===== src/rtl/pipeline_control.sv =====
// Pipeline enable/flush sequencing for the 5-stage MIPS core: hazard response,
// HALT drain, debug freeze/single-step and a pipeline-advance counter.
//
// state   | meaning
// RUN     | normal issue; hazard requests map to enables/flushes
// DRAIN   | fetch stopped, bubbles inserted while older instructions retire
// HALTED  | pipeline parked until i_restart
module pipeline_control #(
  parameter int DRAIN_CYCLES = 3,
  parameter int CNT_W        = 32
) (
  input  logic             i_clk,
  input  logic             i_rst_n,
  input  logic             i_stall,
  input  logic             i_flush,
  input  logic             i_halt,
  input  logic             i_dbg_en,
  input  logic             i_dbg_step,
  input  logic             i_restart,
  output logic             o_pc_en,
  output logic             o_if_id_en,
  output logic             o_if_id_flush,
  output logic             o_id_ex_flush,
  output logic             o_pipe_en,
  output logic             o_halted,
  output logic [1:0]       o_state,
  output logic [CNT_W-1:0] o_adv_count
);

  localparam int DW = $clog2(DRAIN_CYCLES + 1);

  localparam logic [1:0]    ST_RUN     = 2'b00;
  localparam logic [1:0]    ST_DRAIN   = 2'b01;
  localparam logic [1:0]    ST_HALTED  = 2'b10;
  localparam logic [DW-1:0] DRAIN_LOAD = DW'(DRAIN_CYCLES - 1);

  logic [1:0]       state_q, state_d;
  logic [DW-1:0]    drain_q, drain_d;
  logic [CNT_W-1:0] adv_cnt_q, adv_cnt_d;

  logic adv;
  logic pc_en, if_id_en, if_id_flush, id_ex_flush, pipe_en;

  assign adv = !i_dbg_en || i_dbg_step;

  always_ff @(posedge i_clk or negedge i_rst_n) begin
    if (!i_rst_n) begin
      state_q   <= ST_RUN;
      drain_q   <= '0;
      adv_cnt_q <= '0;
    end else begin
      state_q   <= state_d;
      drain_q   <= drain_d;
      adv_cnt_q <= adv_cnt_d;
    end
  end

  always_comb begin
    state_d   = state_q;
    drain_d   = drain_q;
    adv_cnt_d = adv_cnt_q + CNT_W'(pipe_en);
    case (state_q)
      ST_RUN: begin
        if (adv && !i_flush && i_halt) begin
          state_d = ST_DRAIN;
          drain_d = DRAIN_LOAD;
        end
      end
      ST_DRAIN: begin
        if (adv) begin
          if (drain_q != '0) drain_d = drain_q - DW'(1);
          else               state_d = ST_HALTED;
        end
      end
      ST_HALTED: begin
        if (i_restart) begin
          state_d   = ST_RUN;
          adv_cnt_d = '0;
        end
      end
      default: state_d = ST_RUN;
    endcase
  end

  // Everything is gated by i_rst_n so the pipeline is frozen the instant reset asserts.
  always_comb begin
    pc_en       = 1'b0;
    if_id_en    = 1'b0;
    if_id_flush = 1'b0;
    id_ex_flush = 1'b0;
    pipe_en     = 1'b0;
    if (i_rst_n && adv) begin
      case (state_q)
        ST_RUN: begin
          pipe_en = 1'b1;
          if (i_flush)
            {pc_en, if_id_en, if_id_flush, id_ex_flush} = 4'b1111;
          else if (i_halt)
            {pc_en, if_id_en, if_id_flush, id_ex_flush} = 4'b0011;
          else if (i_stall)
            {pc_en, if_id_en, if_id_flush, id_ex_flush} = 4'b0001;
          else
            {pc_en, if_id_en, if_id_flush, id_ex_flush} = 4'b1100;
        end
        ST_DRAIN: begin
          pipe_en = 1'b1;
          {pc_en, if_id_en, if_id_flush, id_ex_flush} = 4'b0011;
        end
        default: ;
      endcase
    end
  end

  assign o_pc_en       = pc_en;
  assign o_if_id_en    = if_id_en;
  assign o_if_id_flush = if_id_flush;
  assign o_id_ex_flush = id_ex_flush;
  assign o_pipe_en     = pipe_en;
  assign o_halted      = (state_q == ST_HALTED) && i_rst_n;
  assign o_state       = state_q;
  assign o_adv_count   = adv_cnt_q;

endmodule


===== config.mk =====
export PLATFORM = sky130hd
export DESIGN_NAME = pipeline_control
export DESIGN_NICKNAME = d
export VERILOG_FILES = /design/src/rtl/pipeline_control.sv
export SDC_FILE = /design/constraint.sdc
export NUM_CORES = 1
export LEC_CHECK = 0
export ABC_AREA = 1
export BUFFER_PORTS_ARGS = -buffer_cell sky130_fd_sc_hd__buf_2
export CAP_MARGIN = 20
export CORE_MARGIN = 2
export CORE_UTILIZATION = 60
export CTS_BUF_LIST = sky130_fd_sc_hd__clkbuf_8
export DETAILED_ROUTE_END_ITERATION = 12
export PLACE_DENSITY = 0.94
export SLEW_MARGIN = 30
export SYNTH_ARGS = -nofsm -noshare
export SYNTH_HDL_FRONTEND = slang
export SYNTH_SLANG_ARGS = --single-unit

===== constraint.sdc =====
create_clock -name i_clk -period 2.49 [get_ports i_clk]
set_input_delay 0.498 -clock i_clk [delete_from_list [all_inputs] [get_ports i_clk]]
set_output_delay 0.498 -clock i_clk [all_outputs]
set_load 0.05 [all_outputs]

==> qor.csv, run 1 <==
stage,metric,value,unit
status,outcome,"finished, final reports clean",
floorplan,row_count,21,
floorplan,boundaryPins,48,
floorplan,die_area,4020,sq um
finish,final_common_cell,nand2_1,
route,drtPass1Iterations,4,
grt,grt_max_degree,37,
sta,setup_tns,0,ns
critical_path,reg2reg_slack,0.53,ns
pwr,power_switching_share,42.3,%
floorplan,start_util,63.0,%
synthesis,async_flop_share,100,%
pwr,combPwrFrac,36.7,%
grt,globalRoute.totalOverflow,0,
sta,fmax,511,MHz
synthesis,ys_types,28,
clocking,htreeDepth,2,
sta,relSlewSlack,70.5,%
critical_path,critical_path.max_stage_delay,0.42,ns
sta,setup-violations-final,0,
flow_run,cap_violations,0,
critical_path,rr_endpoint,o_adv_count[31]$_DFF_PN0_,
clocking,clk_path_buf_depth,2,
route,wl_per_cell,12.4,microns
route,viasPerCell,5.26,
pwr,clockPowerShare,29.3,%
clocking,cts_inserted_buffers,5,
synthesis,synth_ff_type,dfrtp_1,
floorplan,core_area,3360,sq um
finish,seq_area,901,sq um
finish,final_cell_mix,"nand2_1, nor2_1, buf_2",
synthesis,syn_nets,312,
pwr,switching_power,1.03,mW
place,hpwl,3640,microns
critical_path,reg2reg_from,o_state[1]$_DFFE_PN0P_,
clocking,cts_sinks,36,
finish,final_cell_area,2560,sq um
finish,nNetsFinal,364,
critical_path,path_max_fanout,5,
pwr,p_leak,1.35,nW
place,port-buffer-count,47,
sta,clock_skew,0.00555,ns
critical_path,path_depth,11,
critical_path,path_delay_family,simple AND/OR/NAND/NOR gates,
finish,fill_cells,266,
clocking,clock_latency,0.29,ns
synthesis,yosysSeqAreaShare,42.5,%
clocking,hold_buffers,0,
finish,area_growth,21.0,%
route,drc,0,
sta,maxSlewViolCount,0,
critical_path,critical_path.endpoint_type,flip-flop,
critical_path,start_kind,flip-flop,
route,dr_total_vias,2102,
sta,finalCriticalPeriod,1.96,ns
finish,instances_no_fill,400,
clocking,clk_pin_slew_worst_paths,0.07,ns
pwr,vdd_drop_max,0.000800,V
clocking,cts.repair.resized,0,
clocking,cts_tree,built,
synthesis,ys_warn_count,0,
hold_path,min-delay-path-class,in -> async,
finish,multi_input_area,1090,sq um
clocking,cts-root-buf,clkbuf_8,
critical_path,worstPathCellList,"inv_1, nand2_1, inv_1, ha_1, nand2_1, nor2_1, nand2_1, nor2_1, nand3_1, nand2_1, nor2_1",
synthesis,synth_cells,301,
pwr,p_seq_share,34.0,%
floorplan,dieHeight,63.4,microns
route,routed_wirelength,4960,microns
place,dpl_cell_area,2400,sq um
grt,track_usage,26.8,%
finish,fin_util,76.2,%
grt,antenna_found_initial,0,
pwr,p_int,1.41,mW
synthesis,syn_area,2120,sq um
critical_path,arrival,2.14,ns
critical_path,cp_num_buf_inv,2,
place,gp_congestion,0.877,
critical_path,critical_path.most_common_cell,nand2_1,
place,dp.cells,392,
sta,grt_setup_unrepaired,no,
route,drt-initial-drc-count,177,
grt,grt_pass1_vias,1929,
critical_path,critPathRequiredTime,2.68,ns
sta,hold_viol_final,0,
synthesis,syn_avg_cell_area,7.04,sq um
route,ant_nets,0,
sta,tightest_slew,0.442,ns
clocking,post_cts_buffers,0,
pwr,power_density,953,nW/um^2
finish,drive_gt1_share,18.4,%
sta,hold_slack,0.258,ns
critical_path,crit_slowest_cell,dfrtp_1,
synthesis,synth-edff-count,0,
synthesis,ys_ff_latch,36,
floorplan,dieWidth,63.4,microns
sta,period_share,78.5,%
grt,grt_first_pass_wirelength,8400,microns
critical_path,worstSetupPathType,reg -> reg,
critical_path,reg2regPathDepth,11,
finish,num_antenna_cells,0,
==> metal layers <==
metal  wire (microns)  vias to the layer above  track usage [%]  part of all wire (%)
met1             2170                      973             34.4                    44
met3              288                        8             6.43                   5.8
met5                0                        -                0                     0
met2             2440                       71             45.7                    49
met4               60                        0             6.52                   1.2
li1                 -                     1050                -                     -
==> layout make-up <==
type,count,area share [%]
Tap cell,46,2.25
Clock inverter,3,3.52
Timing Repair Buffer,49,9.77
Inverter,29,4.25
Clock buffer,5,2.69
Sequential cell,36,35.2
Multi-Input combinational cell,232,42.4
==> cells by family (layout without fill, tap and decap cells) <==
logic type | count (synthesis) | after routing | share of synthesized area (%)
buffers and inverters | 33 | 86 | 6.20
AND/OR/NAND/NOR | 187 | 187 | 37.9
flip-flops | 36 | 36 | 42.5
adder cells (fa/ha/maj) | 3 | 3 | 1.77
XOR/XNOR | 5 | 5 | 2.07
AO/OA/AOI/OAI | 37 | 37 | 9.57
==> worst max-delay path by stage <==
| stage | startpoint | endpoint | slack [ns] |
|---|---|---|---|
| after floorplan | o_state[0]$_DFFE_PN0P_ | o_pc_en | 0.09 |
| final | o_state[1]$_DFFE_PN0P_ | o_adv_count[31]$_DFF_PN0_ | 0.53 |
| after CTS | o_state[1]$_DFFE_PN0P_ | o_adv_count[31]$_DFF_PN0_ | 0.55 |
| after detailed placement | i_dbg_en | o_adv_count[15]$_DFF_PN0_ | 0.36 |
| after global placement | i_dbg_en | o_adv_count[15]$_DFF_PN0_ | 0.43 |
| after global routing | o_state[1]$_DFFE_PN0P_ | o_adv_count[31]$_DFF_PN0_ | 0.37 |
==> Yosys cell counts (2+ instances only) <==
cell type   n  share of area [%]
xor2_1      3                1.2
and2_1      3               0.89
o31ai_1     2               0.71
nor2_4      2                1.1
nor2_1     73                 13
nand3_1    10                2.4
o21ai_0    12                2.8
buf_2       3               0.71
ha_1        3                1.8
dfrtp_1    36                 43
nand2_1    85                 15
nor3_1      2               0.47
nand3b_1    4                1.4
xnor2_1     2               0.83
inv_1      29                5.1
a21oi_1    18                4.3
nand4_1     3               0.89
==> power by group through the flow <==
stage,registers (mW),clock network [mW],logic [mW]
6_report,0.831,0.715,0.896
3_3_place_gp,0.835,0,0.868
4_1_cts,0.828,0.721,0.900
3_5_place_dp,0.838,0,0.892
5_1_grt,0.849,0.757,0.966
2_1_floorplan,1.16,0,0.352
==> through the flow <==
step / power [mW] / worst slack, ns
finish: 2.44 / 0.534
CTS: 2.45 / 0.548
global route: 2.57 / 0.365
global placement: 1.70 / 0.432
floorplan: 1.51 / 0.0877
detailed placement: 1.73 / 0.365
==> state kept, by name (all words and copies together) (netlist names) <==
name / cells
drain_q: 2
o_adv_count: 32
o_state: 2
==> worst register-to-register path: cells and delay by family, from the launching register on <==
family        cells  cell delay (ns)
simple gates      8             0.99
flops             1             0.42
buf+inv           2             0.24
fa+ha+maj         1             0.20
Power figures use the tool's default switching activity.
==> run 2, diff against run 1 <==
CORE_UTILIZATION = 50   (was 60)
PLACE_DENSITY = 0.85   (was 0.94)
clock period = 1.72 ns   (was 2.49 ns; I/O delays follow)
==> run 2 against run 1 <==
  * Routed wire length rose by 19%
  * Worst setup slack got worse by 0.52 ns
  * Global-route usage fell by 1.5 points
  * Cell count rose by 5.8%
  * Core utilization fell by 5.2 points
  * Register-to-register slack got worse by 0.50 ns
  * Clock skew barely moved
  * Final area rose by 12%
  * Critical path type is now reg -> out
  * Largest cell class unchanged
==> qor.csv, run 2 (synthesized netlist as in run 1, its figures left out) <==
stage,metric,value,unit,change
pwr,p_leak,1.43,nW,was 1.35 nW
sta,period_share,99.4,%,
critical_path,arrival,1.37,ns,was 2.14 ns
critical_path,worstSetupPathType,reg -> out,,was reg -> reg
critical_path,start_kind,flip-flop,,unchanged
critical_path,critical_path.endpoint_type,primary output,,was flip-flop
grt,grt_max_degree,37,,unchanged
route,dr_total_vias,2220,,was 2102
critical_path,reg2reg_slack,0.03,ns,was 0.53 ns
sta,hold_viol_final,0,,unchanged
sta,fmax,585,MHz,
floorplan,start_util,52.6,%,was 63.0%
route,drtPass1Iterations,4,,unchanged
floorplan,row_count,23,,was 21
finish,num_antenna_cells,0,,unchanged
clocking,cts_sinks,36,,unchanged
route,drt-initial-drc-count,181,,was 177
clocking,cts_tree,built,,unchanged
finish,area_growth,35.0,%,was 21.0%
pwr,power_density,1190,nW/um^2,was 953 nW/um^2
clocking,htreeDepth,2,,unchanged
route,ant_nets,0,,unchanged
place,gp_congestion,0.947,,was 0.877
sta,grt_setup_unrepaired,yes,,was no
clocking,clock_latency,0.30,ns,was 0.29 ns
clocking,cts_inserted_buffers,5,,unchanged
place,hpwl,4160,microns,was 3640 microns
flow_run,cap_violations,0,,unchanged
sta,hold_slack,0.141,ns,was 0.258 ns
sta,finalCriticalPeriod,1.71,ns,
finish,largest_register_ffs,32,,unchanged
critical_path,critPathRequiredTime,1.38,ns,was 2.68 ns
route,drc,0,,unchanged
pwr,vdd_drop_max,0.00102,V,was 0.000800 V
place,port-buffer-count,47,,unchanged
finish,final_common_cell,nand2_1,,unchanged
hold_path,min-delay-path-class,in -> async,,unchanged
floorplan,core_area,4030,sq um,was 3360 sq um
status,outcome,"finished, final reports clean",,unchanged
place,dp.cells,406,,was 392
critical_path,path_max_fanout,3,,was 5
grt,antenna_found_initial,0,,unchanged
grt,grt_pass1_vias,2122,,was 1929
clocking,clk_path_buf_depth,2,,unchanged
sta,clock_skew,0.00519,ns,was 0.00555 ns
sta,setup-violations-final,0,,unchanged
route,viasPerCell,5.25,,was 5.26
clocking,clk_pin_slew_worst_paths,0.07,ns,about the same
grt,track_usage,25.3,%,was 26.8%
sta,relSlewSlack,69.1,%,was 70.5%
grt,globalRoute.totalOverflow,0,,unchanged
route,wl_per_cell,14.0,microns,was 12.4 microns
route,routed_wirelength,5920,microns,was 4960 microns
finish,nNetsFinal,384,,was 364
grt,grt_first_pass_wirelength,9770,microns,was 8400 microns
finish,instances_no_fill,423,,was 400
finish,fill_cells,328,,was 266
finish,drive_gt1_share,31.1,%,was 18.4%
floorplan,dieHeight,69.1,microns,was 63.4 microns
floorplan,die_area,4770,sq um,was 4020 sq um
floorplan,dieWidth,69.1,microns,was 63.4 microns
finish,final_cell_mix,"nand2_1, nor2_1, buf_2",,unchanged
clocking,cts-root-buf,clkbuf_8,,unchanged
sta,maxSlewViolCount,0,,unchanged
sta,tightest_slew,0.464,ns,was 0.442 ns
floorplan,boundaryPins,48,,unchanged
run 2: metal layers:
layer / up-vias / share of wire, % / global-route usage, %
li1: 1090 / - / -
met1: 1050 / 42 / 33.7
met2: 67 / 51 / 42.3
met3: 13 / 4.9 / 3.51
met4: 0 / 1.9 / 8.50
met5: - / 0 / 0
run 2: timing repair:
item,CTS,global route
hold buffers,0,0
setup buffers,5,4
gates resized for setup,9,20
setup endpoints to repair,13,25
cloned,1,0
pin swaps,4,11
run 2: final timing paths:
kind / endpoint / cells after the start / from
worst max-delay path: o_id_ex_flush / 5 / o_state[1]$_DFFE_PN0P_
worst min register to register: drain_q[0]$_DFFE_PN0P_ / 2 / drain_q[0]$_DFFE_PN0P_
min in group i_clk: o_state[1]$_DFFE_PN0P_ / 4 / i_restart
worst min-delay path: o_adv_count[28]$_DFF_PN0_ / 2 / i_rst_n
max in group asynchronous: o_state[0]$_DFFE_PN0P_ / 2 / i_rst_n
worst max register to register: o_adv_count[17]$_DFF_PN0_ / 12 / o_state[1]$_DFFE_PN0P_
run 2: cell type report:
cell class              count  area, sq um  share of cell area, %
multi-input cells         233         1260                   44.0
inverters                  29          118                   4.11
flip-flops and latches     36          903                   31.6
repair buffers             68          420                   14.7
well taps                  50         62.6                   2.19
clock buffers               7         96.3                   3.37
run 2: per-stage QoR:
stage	cell area, sq um	utilization (%)	worst slack (ns)	total power, mW	TNS, ns
3_5_place_dp	2600	64.4	-0.310	2.65	-4.95
2_1_floorplan	2230	-	-0.299	2.29	-5.39
4_1_cts	2770	68.7	-0.00649	3.35	-0.0130
5_1_grt	2860	71.0	-0.0905	3.57	-0.723
3_3_place_gp	2600	64.4	-0.182	2.60	-2.76
6_report	2860	71.0	0.00968	3.39	0
run 2: report_power, final:
part	leakage, nW	internal, mW	switching (mW)
Sequential	0.473	1.01	0.228
Combinational	0.910	0.421	1.07
Clock	0.0503	0.357	0.303
Total	1.43	1.79	1.60
run 2: worst max-delay path: stages (launching register included):
cell	delay, ns
dfrtp_2	0.43
inv_4	0.07
nand2_4	0.05
buf_4	0.16
a31oi_2	0.18
buf_6	0.19
